[src/rtl/mdc8p_stage2.sv]
// Second radix-2 DIF stage of the 8-point, 2-lane MDC FFT: one lane butterfly per cycle,
// trivial W4 rotation (+/-j) on odd positions and a one-deep delay-commutator.
module mdc8p_stage2 #(
    parameter int NB_INPUT  = 10,
    parameter int NBF_INPUT = 7,
    parameter int NB_OUTPUT = 11
) (
    input  logic                        i_clk,
    input  logic                        i_rst,
    input  logic                        i_inverse,
    input  logic                        i_valid,
    input  logic signed [NB_INPUT-1:0]  i_data1_r,
    input  logic signed [NB_INPUT-1:0]  i_data1_i,
    input  logic signed [NB_INPUT-1:0]  i_data2_r,
    input  logic signed [NB_INPUT-1:0]  i_data2_i,
    output logic                        o_valid,
    output logic signed [NB_OUTPUT-1:0] o_data1_r,
    output logic signed [NB_OUTPUT-1:0] o_data1_i,
    output logic signed [NB_OUTPUT-1:0] o_data2_r,
    output logic signed [NB_OUTPUT-1:0] o_data2_i
);

    localparam int NB_FLY = NB_INPUT + 1;

    if (NB_OUTPUT < NB_INPUT + 1 || NBF_INPUT >= NB_INPUT) begin : g_param_check
        $error("mdc8p_stage2: need NB_OUTPUT >= NB_INPUT+1 and NBF_INPUT < NB_INPUT");
    end

    function automatic logic signed [NB_FLY-1:0] to_fly(input logic signed [NB_INPUT-1:0] x);
        return NB_FLY'(x);
    endfunction

    function automatic logic signed [NB_OUTPUT-1:0] to_out(input logic signed [NB_FLY-1:0] x);
        return NB_OUTPUT'(x);
    endfunction

    logic                       in_valid_q;
    logic signed [NB_INPUT-1:0] in_a_r_q, in_a_i_q, in_b_r_q, in_b_i_q;
    logic                       par_q;

    logic signed [NB_FLY-1:0]   bf_s_r_s, bf_s_i_s, bf_d_r_s, bf_d_i_s;
    logic signed [NB_FLY-1:0]   rot_r_s, rot_i_s;

    logic                       fly_valid_q, fly_par_q;
    logic signed [NB_FLY-1:0]   fly_s_r_q, fly_s_i_q, fly_d_r_q, fly_d_i_q;

    logic                       pend_valid_q, pend_valid_d;
    logic signed [NB_FLY-1:0]   pend_s_r_q, pend_s_i_q, pend_d_r_q, pend_d_i_q;
    logic signed [NB_FLY-1:0]   pend_s_r_d, pend_s_i_d, pend_d_r_d, pend_d_i_d;
    logic signed [NB_FLY-1:0]   odd_d_r_q, odd_d_i_q, odd_d_r_d, odd_d_i_d;
    logic                       b_due_q, b_due_d;
    logic                       cm_valid_q, cm_valid_d;
    logic signed [NB_FLY-1:0]   cm1_r_q, cm1_i_q, cm2_r_q, cm2_i_q;
    logic signed [NB_FLY-1:0]   cm1_r_d, cm1_i_d, cm2_r_d, cm2_i_d;

    logic                       out_valid_q;
    logic signed [NB_OUTPUT-1:0] out1_r_q, out1_i_q, out2_r_q, out2_i_q;

    // Input register: sample pair and its valid flag, every cycle.
    always_ff @(posedge i_clk or negedge i_rst) begin
        if (!i_rst) begin
            in_valid_q <= 1'b0;
            in_a_r_q   <= '0;
            in_a_i_q   <= '0;
            in_b_r_q   <= '0;
            in_b_i_q   <= '0;
        end else begin
            in_valid_q <= i_valid;
            in_a_r_q   <= i_data1_r;
            in_a_i_q   <= i_data1_i;
            in_b_r_q   <= i_data2_r;
            in_b_i_q   <= i_data2_i;
        end
    end

    // Butterfly and odd-position rotation by -j (forward) or +j (inverse).
    always_comb begin
        bf_s_r_s = to_fly(in_a_r_q) + to_fly(in_b_r_q);
        bf_s_i_s = to_fly(in_a_i_q) + to_fly(in_b_i_q);
        bf_d_r_s = to_fly(in_a_r_q) - to_fly(in_b_r_q);
        bf_d_i_s = to_fly(in_a_i_q) - to_fly(in_b_i_q);
        rot_r_s  = bf_d_r_s;
        rot_i_s  = bf_d_i_s;
        if (par_q) begin
            if (i_inverse) begin
                rot_r_s = -bf_d_i_s;
                rot_i_s = bf_d_r_s;
            end else begin
                rot_r_s = bf_d_i_s;
                rot_i_s = -bf_d_r_s;
            end
        end else begin
            rot_r_s = bf_d_r_s;
            rot_i_s = bf_d_i_s;
        end
    end

    // Fly register plus position parity; parity only advances on valid samples.
    always_ff @(posedge i_clk or negedge i_rst) begin
        if (!i_rst) begin
            fly_valid_q <= 1'b0;
            fly_par_q   <= 1'b0;
            fly_s_r_q   <= '0;
            fly_s_i_q   <= '0;
            fly_d_r_q   <= '0;
            fly_d_i_q   <= '0;
            par_q       <= 1'b0;
        end else begin
            fly_valid_q <= in_valid_q;
            fly_par_q   <= par_q;
            fly_s_r_q   <= bf_s_r_s;
            fly_s_i_q   <= bf_s_i_s;
            fly_d_r_q   <= rot_r_s;
            fly_d_i_q   <= rot_i_s;
            if (in_valid_q) begin
                par_q <= ~par_q;
            end
        end
    end

    // Commutator: hold even result, emit sums with the odd partner, then differences.
    // A new even may land in the pending slot on the same edge its old d is emitted.
    always_comb begin
        pend_valid_d = pend_valid_q;
        pend_s_r_d   = pend_s_r_q;
        pend_s_i_d   = pend_s_i_q;
        pend_d_r_d   = pend_d_r_q;
        pend_d_i_d   = pend_d_i_q;
        odd_d_r_d    = odd_d_r_q;
        odd_d_i_d    = odd_d_i_q;
        b_due_d      = 1'b0;
        cm_valid_d   = 1'b0;
        cm1_r_d      = cm1_r_q;
        cm1_i_d      = cm1_i_q;
        cm2_r_d      = cm2_r_q;
        cm2_i_d      = cm2_i_q;
        if (b_due_q) begin
            cm_valid_d   = 1'b1;
            cm1_r_d      = pend_d_r_q;
            cm1_i_d      = pend_d_i_q;
            cm2_r_d      = odd_d_r_q;
            cm2_i_d      = odd_d_i_q;
            pend_valid_d = 1'b0;
        end else begin
            cm_valid_d   = 1'b0;
        end
        if (fly_valid_q) begin
            if (!fly_par_q) begin
                pend_valid_d = 1'b1;
                pend_s_r_d   = fly_s_r_q;
                pend_s_i_d   = fly_s_i_q;
                pend_d_r_d   = fly_d_r_q;
                pend_d_i_d   = fly_d_i_q;
            end else if (pend_valid_q) begin
                cm_valid_d = 1'b1;
                cm1_r_d    = pend_s_r_q;
                cm1_i_d    = pend_s_i_q;
                cm2_r_d    = fly_s_r_q;
                cm2_i_d    = fly_s_i_q;
                odd_d_r_d  = fly_d_r_q;
                odd_d_i_d  = fly_d_i_q;
                b_due_d    = 1'b1;
            end else begin
                b_due_d    = 1'b0;
            end
        end else begin
            b_due_d = b_due_d;
        end
    end

    // Commutator state registers.
    always_ff @(posedge i_clk or negedge i_rst) begin
        if (!i_rst) begin
            pend_valid_q <= 1'b0;
            pend_s_r_q   <= '0;
            pend_s_i_q   <= '0;
            pend_d_r_q   <= '0;
            pend_d_i_q   <= '0;
            odd_d_r_q    <= '0;
            odd_d_i_q    <= '0;
            b_due_q      <= 1'b0;
            cm_valid_q   <= 1'b0;
            cm1_r_q      <= '0;
            cm1_i_q      <= '0;
            cm2_r_q      <= '0;
            cm2_i_q      <= '0;
        end else begin
            pend_valid_q <= pend_valid_d;
            pend_s_r_q   <= pend_s_r_d;
            pend_s_i_q   <= pend_s_i_d;
            pend_d_r_q   <= pend_d_r_d;
            pend_d_i_q   <= pend_d_i_d;
            odd_d_r_q    <= odd_d_r_d;
            odd_d_i_q    <= odd_d_i_d;
            b_due_q      <= b_due_d;
            cm_valid_q   <= cm_valid_d;
            cm1_r_q      <= cm1_r_d;
            cm1_i_q      <= cm1_i_d;
            cm2_r_q      <= cm2_r_d;
            cm2_i_q      <= cm2_i_d;
        end
    end

    // Output registers with sign extension to the output word.
    always_ff @(posedge i_clk or negedge i_rst) begin
        if (!i_rst) begin
            out_valid_q <= 1'b0;
            out1_r_q    <= '0;
            out1_i_q    <= '0;
            out2_r_q    <= '0;
            out2_i_q    <= '0;
        end else begin
            out_valid_q <= cm_valid_q;
            out1_r_q    <= to_out(cm1_r_q);
            out1_i_q    <= to_out(cm1_i_q);
            out2_r_q    <= to_out(cm2_r_q);
            out2_i_q    <= to_out(cm2_i_q);
        end
    end

    assign o_valid   = out_valid_q;
    assign o_data1_r = out1_r_q;
    assign o_data1_i = out1_i_q;
    assign o_data2_r = out2_r_q;
    assign o_data2_i = out2_i_q;

endmodule

[config.mk]
export PLATFORM = sky130hd
export DESIGN_NAME = mdc8p_stage2
export DESIGN_NICKNAME = d
export VERILOG_FILES = /design/src/rtl/mdc8p_stage2.sv
export SDC_FILE = /design/constraint.sdc
export NUM_CORES = 1
export LEC_CHECK = 0
export ABC_AREA = 1
export CORE_MARGIN = 2
export CORE_UTILIZATION = 50
export CTS_CLUSTER_SIZE = 10
export DETAILED_ROUTE_END_ITERATION = 8
export PLACE_DENSITY = 0.7
export SLEW_MARGIN = 10
export SYNTH_ARGS = -nofsm -noshare
export SYNTH_HDL_FRONTEND = slang
export SYNTH_SLANG_ARGS = --single-unit
[constraint.sdc]
create_clock -name i_clk -period 5 [get_ports i_clk]
set_input_delay 1 -clock i_clk [delete_from_list [all_inputs] [get_ports i_clk]]
set_output_delay 1 -clock i_clk [all_outputs]
set_load 0.01 [all_outputs]
==> results.txt <==
The run finished with clean final reports. The per-instance average area after synthesis was 9.883 um2. Of the total synthesized cell area, the portion taken by XOR and XNOR cells is 2.594%.

The library cell used most frequently in the layout, excluding fill and tap cells, is nand2_1. In the post-route analysis, the smallest setup slack over all paths is 2.513 ns. 0 antenna diodes ended up in the layout. Kind of launch point of the worst setup path: a register.

Traced cell by cell, the critical path runs through inv_1 > ha_1 > fa_1 > ha_1 > a21boi_1 > nand3_1 > nor2_1 > nand4_1 > nand2_1 > nand2_1 > nand3_1 > o21ai_0. The total of endpoints with negative setup slack in the final report is 0. After filler insertion, the fill cell instance count of the layout stands at 1,812. After floorplanning, the core was divided into 53 placement rows. For this run, the register share of the synthesized area comes to 58.54%. The tools report the final worst clock skew as 0.007542 ns. The count of flip-flops with a built-in enable after synthesis works out to 0.

The slew at the pin with the worst max-slew slack came out at 1.199 ns. In this run the register-to-register setup slack is 2.51 ns. Family with the most delay on the worst path: adder cells. The share of the synthesized area in compound gates (AO/OA/AOI/OAI) is 8.210%, and the overall global routing resource usage is 19.23%. The CTS buffer count is 28, and the number of hold violations in the final report is 0. The first routing iteration left 447 violations. Critical path buffer and inverter count: 1. Along the worst path, the maximum fanout reaches 4.

The run gives 0.2451 mV as the maximum resistive drop on vdd. At the end of routability-driven placement, the weighted congestion stood at 0.8568. The via-per-instance ratio was 5.045.

Number of antenna violations at the first check in global routing: 0. The tools report the number of max-cap violations as 0. STA classifies the critical path endpoint as a register. In this run the horizontal extent of the chip is 149.0 um. After Yosys synthesis, and, or, nand and nor cells account for 16.73% of the synthesized area. The tools report the root buffer cell as clkbuf_16. For the finished layout, the period the worst path requires is 2.487 ns. For the later-pin clock latency in the skew report, the log shows 0.52 ns. Compared with the post-synthesis result, the final layout area differs by 17.50%. After clock tree synthesis, the setup repair step added 0 buffers. Max-slew violation total from the final report: 0. The tools report the launch point of the worst path as in_a_i_q[0]. In this run the remaining antenna-violating nets after routing total 0. The share of flip-flops with an asynchronous set or reset was 100.0%. The first global-routing pass estimated 34,580 um of wire. The reported leakage power is 0.005976 uW.

The number of unique standard cell types used by synthesis came out at 42. The count of cells resized by post-cts repair is 0. The die is 149.0 um tall.

On the worst path, the slowest cell contributes a delay of 0.56 ns. The sink count of the clock tree came out at 246. The routed layout has 7,164 vias.

The final layout contains 1,233 nets. The worst hold path begins at cm_valid_q. Entering global routing, the biggest net connects 141 pins.

By area, the combinational part of the netlist is dominated by simple AND/OR/NAND/NOR gates. After global routing the overflow that remains totals 0. STA puts the critical path data required time at 5.36 ns. Buffers inserted to repair hold after CTS numbered 0. The cell with the largest stage delay on the worst path is fa_1.

Among all flip-flop cells after synthesis, the most frequent one is dfrtp_1. In this run the standard cell core region covers 20,820 um2. TritonCTS built the clock tree. Counting along the longest clock path gives a buffer depth of 3. For this configuration, the core starts out at a cell density of 50.50%. The routed wirelength normalized by instance count is 14.26 um, and the synthesized net count is 1,154. Prior to clock tree synthesis, the placed netlist has a worst setup slack of 2.235 ns. Setup repair after global routing left no endpoint under its margin.

The die covers 22,210 um2. The synthesized netlist devotes 5.759% of its cell area to adder and majority cells. Number of global-route vias before repair: 6,995. Type of the worst min-delay path: reg2reg. The run gives 1 as the number of H-tree branching levels. The power density of the placed cells works out to 548.0 nW/um2. The peak clock frequency supported by timing is 0.4020 GHz.

For the worst setup path, the data arrival time is 2.84 ns. In the synthesized netlist, the number of instances is 1,064. The share of layout cells above drive strength 1 is 8.210%, and the final critical-path share of the clock period is 49.75%.

The total of buffers placed on input and output ports is 88, and the total half-perimeter wirelength after legalization and detailed placement is 13,760 um. The path type of the worst setup path is reg2reg. After detailed routing, the number of remaining DRC violations is 0. The smallest hold slack is 0.3472 ns. Summed over all layers, the routed wires come to 20,250 um. The total standard cell area after synthesis came out at 10,520 um2. The first TritonRoute pass finished after 5 iterations. Clock-pin slew was measured on the worst setup and hold paths at 0.05 ns. In the layout the commonest cells are nand2_1 (270), dfrtp_1 (246), inv_1 (101). Yosys printed 0 warnings. During I/O placement, the number of pins put on the boundary was 89.

The total of flip-flops plus latches after synthesis is 246. The startpoint identified for the worst register-to-register timing path is in_a_i_q[0]. The share of synthesized area spent on multiplexers works out to 2.356%. Accumulated negative setup slack: 0 ns. Headroom to the max-slew limit came out at 20.08%.
## final cells by class
| type | instances | area, um2 | area share [%] |
|---|---|---|---|
| clock buffers | 32 | 747.0 | 6.046 |
| inverters | 109 | 409.1 | 3.311 |
| multi-input cells | 665 | 3764 | 30.46 |
| flip-flops and latches | 246 | 6156 | 49.82 |
| well taps | 275 | 344.1 | 2.785 |
| repair buffers | 93 | 935.9 | 7.575 |
## Yosys cell counts, types with 2 or more instances
cell type  number  share of area (%)
nand2_1       271                9.7
dfrtp_1       246                 59
inv_1         101                3.6
nor2_1         71                2.5
o21ai_0        60                2.9
a31oi_1        47                2.8
ha_1           42                5.0
nand3_1        39                1.9
clkbuf_1       34                1.2
xor2_1         23                1.9
mux2_2         22                2.4
a21oi_1        19               0.90
inv_2           8               0.29
nand2_2         7               0.42
nand4_1         7               0.42
o21ai_1         7               0.33
buf_2           5               0.24
nor3_1          5               0.24
xnor2_1         5               0.42
fa_1            4               0.76
nand3_2         4               0.38
a21o_1          3               0.21
buf_6           3               0.32
nand2_4         3               0.32
nor2_2          3               0.18
o21ai_2         3               0.25
a221oi_1        2               0.17
a22oi_1         2               0.14
buf_4           2               0.14
nand3b_1        2               0.14
nor4_1          2               0.12
o31ai_1         2               0.14
## power breakdown
| group | internal, uW | switching, uW |
|---|---|---|
| Clock | 1030 | 702 |
| Combinational | 855 | 997 |
| Sequential | 2780 | 406 |
## path summary, 6_finish.rpt
path                       cells past startpoint      endpoint
setup reg to reg                              12  fly_d_r_q[8]
min in group asynchronous                      1    cm_valid_q
max in group asynchronous                      2   in_b_r_q[3]
hold reg to reg                                0       o_valid
setup / recovery                              12  fly_d_r_q[8]
hold / removal                                 0       o_valid
## cells by family (layout without fill, tap and decap cells)
group | count (synthesis) | in the layout
XOR/XNOR | 29 | 29
AND/OR/NAND/NOR | 418 | 418
flip-flops | 246 | 246
adder cells (fa/ha/maj) | 46 | 46
AO/OA/AOI/OAI | 150 | 150
buffers and inverters | 153 | 234
multiplexers | 22 | 22
## metrics by stage
step                      power, uW  std cells  utilization [%]  instance area [um2]
after floorplan                4263       1064                -                10520
after global placement         5011       1388            55.75                11610
after detailed placement       5081       1388            55.75                11610
after CTS                      6841       1420            59.34                12360
after global routing           7243       1420            59.34                12360
final                          6771       1420            59.34                12360
## per-layer routing
metal	up-vias	GRT usage, %	share of wire, %
li1	3575	-	-
met3	22	2.875	4.3
met5	-	0	0
met2	139	31.13	47
met4	0	4.619	1.5
met1	3428	27.66	47
(Power assumes the default switching activity.)
==> edit 1, RTL diff (config.mk and constraints unchanged) <==
Set the parameter `NB_OUTPUT` to 22 (it was 11).
--- a/src/rtl/mdc8p_stage2.sv
+++ b/src/rtl/mdc8p_stage2.sv
@@ -5,3 +5,3 @@
     parameter int NBF_INPUT = 7,
-    parameter int NB_OUTPUT = 11
+    parameter int NB_OUTPUT = 22
 ) (
Ports: changed (resized o_data1_i, o_data1_r, o_data2_i and o_data2_r); port bits go from 89 to 133. No check against the original RTL was run, so the function may have changed too.
==> edit 1 against the original RTL <==
  * Sequential cell count is the same
  * Register-to-register slack gained 0.02 ns
  * Sequential share of layout area down 1.8 points
  * Routed wire length grew 3.9%
  * Worst setup slack worse by 0.17 ns
  * Cell area grew 3.7%
  * Count of clock-buffer cells in the layout unchanged
  * Synthesized area up 3.1%
  * Maximum frequency down 6.4%
  * Global-route usage fell by 0.29 points
  * Total power is 7.5% higher
  * Sequential power rose by 1%
  * Highest routed layer unchanged
==> edit 1: results (changes against the original RTL) <==
status completed; hpwl dp 14600 µm (+6.4%); Clock Tree Buf Depth 3 (unchanged); sequential share of the synthesized area 56.8% (-1.8 points); r2r startpoint in_a_i_q[0]; Slew HR 33.2% (+13 points); GRT Util Overall 18.9% (-0.29 points); crit-path max cell delay 0.61 ns (+0.05 ns); crit path capture o_data1_i[15]; largest net degree at the start of global routing 139 (-1.4%); number of H-tree levels 1 (unchanged); First DRT Iteration DRCs 372 (-17%); largest delay contributor family on the critical path buffers and inverters; clk root buf clkbuf_16; flip-flop and latch power 0.00323 W (+1%); Post-Syn Instances 1108 (+4.1%); placed instance count 1432 (+3.2%); port bufs 132 (+50%); Crit. Startpoint o_data1_i[10]; leak pwr 6.15 nW (+2.9%); Clock transition at path regs 0.05 ns (about the same); vias per cell 4.96 (-1.6%); combinational power 0.00231 W (+25%); First-pass DRT Iterations 4 (-1); reg-to-reg setup timing slack 2.53 ns (+0.02 ns); vias in the first global route 7020 (+0.36%); Psw 0.00233 W (+11%); Synth async-reset ratio 100% (unchanged); post-layout net count 1278 (+3.6%); Worst EP arrival 1.66 ns (-1.18 ns); Setup Fix Bufs, Post-CTS 0 (unchanged); Slowest-stage cell, CP clkdlybuf4s50_1; initial antenna violation count 0 (unchanged); VDD IR max 0.282 mV (+15%); Crit Path Max Fanout 12 (+8); Vias 7282 (+1.6%); DR WL/cell 14.3 µm (+0.54%); clk_lat worst skew 0.53 ns; GP Congestion 0.838 (-2.2%); ranking of synthesized cells by area dfrtp_1 57%, nand2_1 9.4%, ha_1 4.8%; Synth area leader dfrtp_1; global-route wire length before repair 34800 µm (+0.62%); synth unique cells 42 (unchanged); Commonest cells post-synth 271 x nand2_1, 246 x dfrtp_1, 101 x inv_1; P_clk about 0.0017 W; Synthesis Warnings 0 (unchanged); Ant. Diodes 0 (unchanged); post-cts sizing count 0 (unchanged); FF-to-FF End fly_d_r_q[10]; Clock Skews 0.0155 ns (+0.00796 ns); CTS buffer count 29 (+3.6%); syn_nets 1198 (+3.8%); fill count 1743 (-3.8%); share of layout cells above drive strength 1 8.05% (-0.16 points); Hold Path Class reg2reg
-- edit 1: cell count changes after synthesis, sizes merged --
cell	change
buf	+44
-- edit 1: cell families (layout without fill, tap and decap cells) --
group           after synthesis  count (layout)  share of synthesized area (%)
xor+xnor                     29              29                           2.51
mux                          22              22                           2.28
simple gates                418             418                           16.2
compound gates              150             150                           7.96
buf+inv                     197             281                           8.68
flops                       246             246                           56.8
fa+ha+maj                    46              46                           5.58
-- edit 1: metal layers --
layer / vias to the layer above / wire length (µm) / GRT usage (%)
met5: - / 0 / 0
met4: 0 / 256 / 4.02
met3: 23 / 1080 / 2.35
met2: 175 / 9980 / 31.4
met1: 3435 / 9710 / 27.0
li1: 3649 / - / -
-- edit 1: per-stage QoR --
stage | hold WS [ns] | worst slack [ns] | utilization, % | instance area [µm²]
finish | 0.345 | 2.34 | 60.5 | 12800
detailed placement | 0.335 | 2.18 | 57.0 | 12000
global route | 0.360 | 2.24 | 60.5 | 12800
floorplan | 0.331 | 2.85 | - | 10800
CTS | 0.346 | 2.30 | 60.5 | 12800
global placement | 0.336 | 2.20 | 57.0 | 12000
-- edit 1: cell type report --
type                    count  share of cell area, %
flip-flops and latches    246                   48.1
multi-input cells         665                   29.4
repair buffers            137                   10.7
clock buffers              32                   5.75
inverters                 109                   3.19
well taps                 275                   2.69
clock inverters             3                  0.176
-- edit 1: worst min path at each step --
stage	end	depth (start not counted)	start	slack, ns
6_report	o_valid	0	cm_valid_q	0.35
5_1_grt	o_valid	0	cm_valid_q	0.36
4_1_cts	o_valid	0	cm_valid_q	0.35
3_5_place_dp	o_valid	0	cm_valid_q	0.33
3_3_place_gp	o_valid	0	cm_valid_q	0.34
2_1_floorplan	o_valid	0	cm_valid_q	0.33
==> edit 2, RTL diff (same flow settings) <==
Made on the original files. Put one more register stage on the output `o_data2_r`. The value now appears one clock later. The other outputs are not delayed to match.
--- a/src/rtl/mdc8p_stage2.sv
+++ b/src/rtl/mdc8p_stage2.sv
@@ -223,3 +223,5 @@
     assign o_data1_i = out1_i_q;
-    assign o_data2_r = out2_r_q;
+    always_ff @(posedge i_clk) begin
+        o_data2_r <= out2_r_q;
+    end
     assign o_data2_i = out2_i_q;
Behaviour: not the same (Yosys sat finds a counterexample within 10 cycles, from zero or initial values and one cycle with i_rst low).
==> edit 2 against the original RTL <==
  * Routed wire length is 1.1% higher
  * Cell area is 2.0% higher
  * Global-route usage is 0.32 points lower
  * Worst setup slack worse by 0.013 ns
  * Critical path depth stayed put
  * Total power is 3.4% higher
  * Sequential cell count is 11 higher
  * Combinational power hardly changed
  * Synthesized area is 1.7% higher
  * Count of clock-buffer cells in the layout is 21 higher
  * Maximum frequency is 0.51% lower
==> edit 2: results (changes against the original RTL) <==
status completed; Hold Path Sink o_data2_r[10]; Slew HR 38.9% (+19 points); post-route cell area 0.0126 mm² (+2.0%); DR WL/cell 14.0 µm (-1.6%); hold_sp out2_r_q[10]; multiplexer area fraction after synthesis 2.32% (-0.040 points); multi-input gate share of the layout cell area 29.5% (-0.95 points); GRT Util Overall 18.9% (-0.32 points); Non-Clock Inverter Count 110 (+0.92%); Layout clock buffers 53 (+66%); pre-CTS setup slack 2.26 ns (+0.0286 ns); Synth async-reset ratio 95.7% (-4.3 points); fill count 1795 (-0.94%); Worst EP arrival 2.86 ns (+0.02 ns); Finished Layout Cells 1459 (+2.7%); post-synthesis register bit count 257 (+4.5%); Synth Area in Compound Gates 7.84% (-0.37 points); flip-flop and latch power 0.00333 W (+4%); Clock Skews 0.0184 ns (+0.0108 ns); hpwl dp 14200 µm (+3.0%); post-layout net count 1252 (+1.5%); Post-Syn Instances 1083 (+1.8%); adder-cell share of the synthesized area 5.66% (-0.097 points); ranking of synthesized cells by area dfrtp_1 58%, nand2_1 9.8%, ha_1 4.9%; crit path time final 2.50 ns (+0.0128 ns); hold_ws 0.339 ns (-0.00830 ns); sequential share of cell area 50.6% (+0.76 points); Cell Area, Placed 0.0118 mm² (+1.6%); GP Congestion 0.870 (+1.6%); cell-internal power 0.00485 W (+3.9%); Commonest cells post-synth 279 x nand2_1, 246 x dfrtp_1, 105 x inv_1
[edit 2: changes by cell type after synthesis, moves of 3 or more]
| cell | change |
|---|---|
| inv_2 | -3 |
| nand2_1 | +8 |
| dfxtp_1 | +11 |
| inv_1 | +4 |
| nor2_1 | +5 |
| o21ai_1 | -3 |
[edit 2: worst reg2reg max path: stages (launching register included)]
cell and delay (ns):
dfrtp_1 0.35, inv_1 0.05, ha_1 0.22, fa_1 0.55, ha_1 0.18, a21boi_1 0.15, nand3_1 0.15, nor2_1 0.18
nand4_1 0.14, nand2_1 0.12, nand2_1 0.06, nand3_1 0.06, o21ai_0 0.10
[edit 2: routing by layer]
| metal | vias to the layer above | track usage (%) | share of wire [%] |
|---|---|---|---|
| met2 | 125 | 29.3 | 46 |
| met5 | - | 0 | 0 |
| met4 | 0 | 3.96 | 1.3 |
| li1 | 3621 | - | - |
| met3 | 22 | 3.15 | 4.3 |
| met1 | 3453 | 28.4 | 49 |
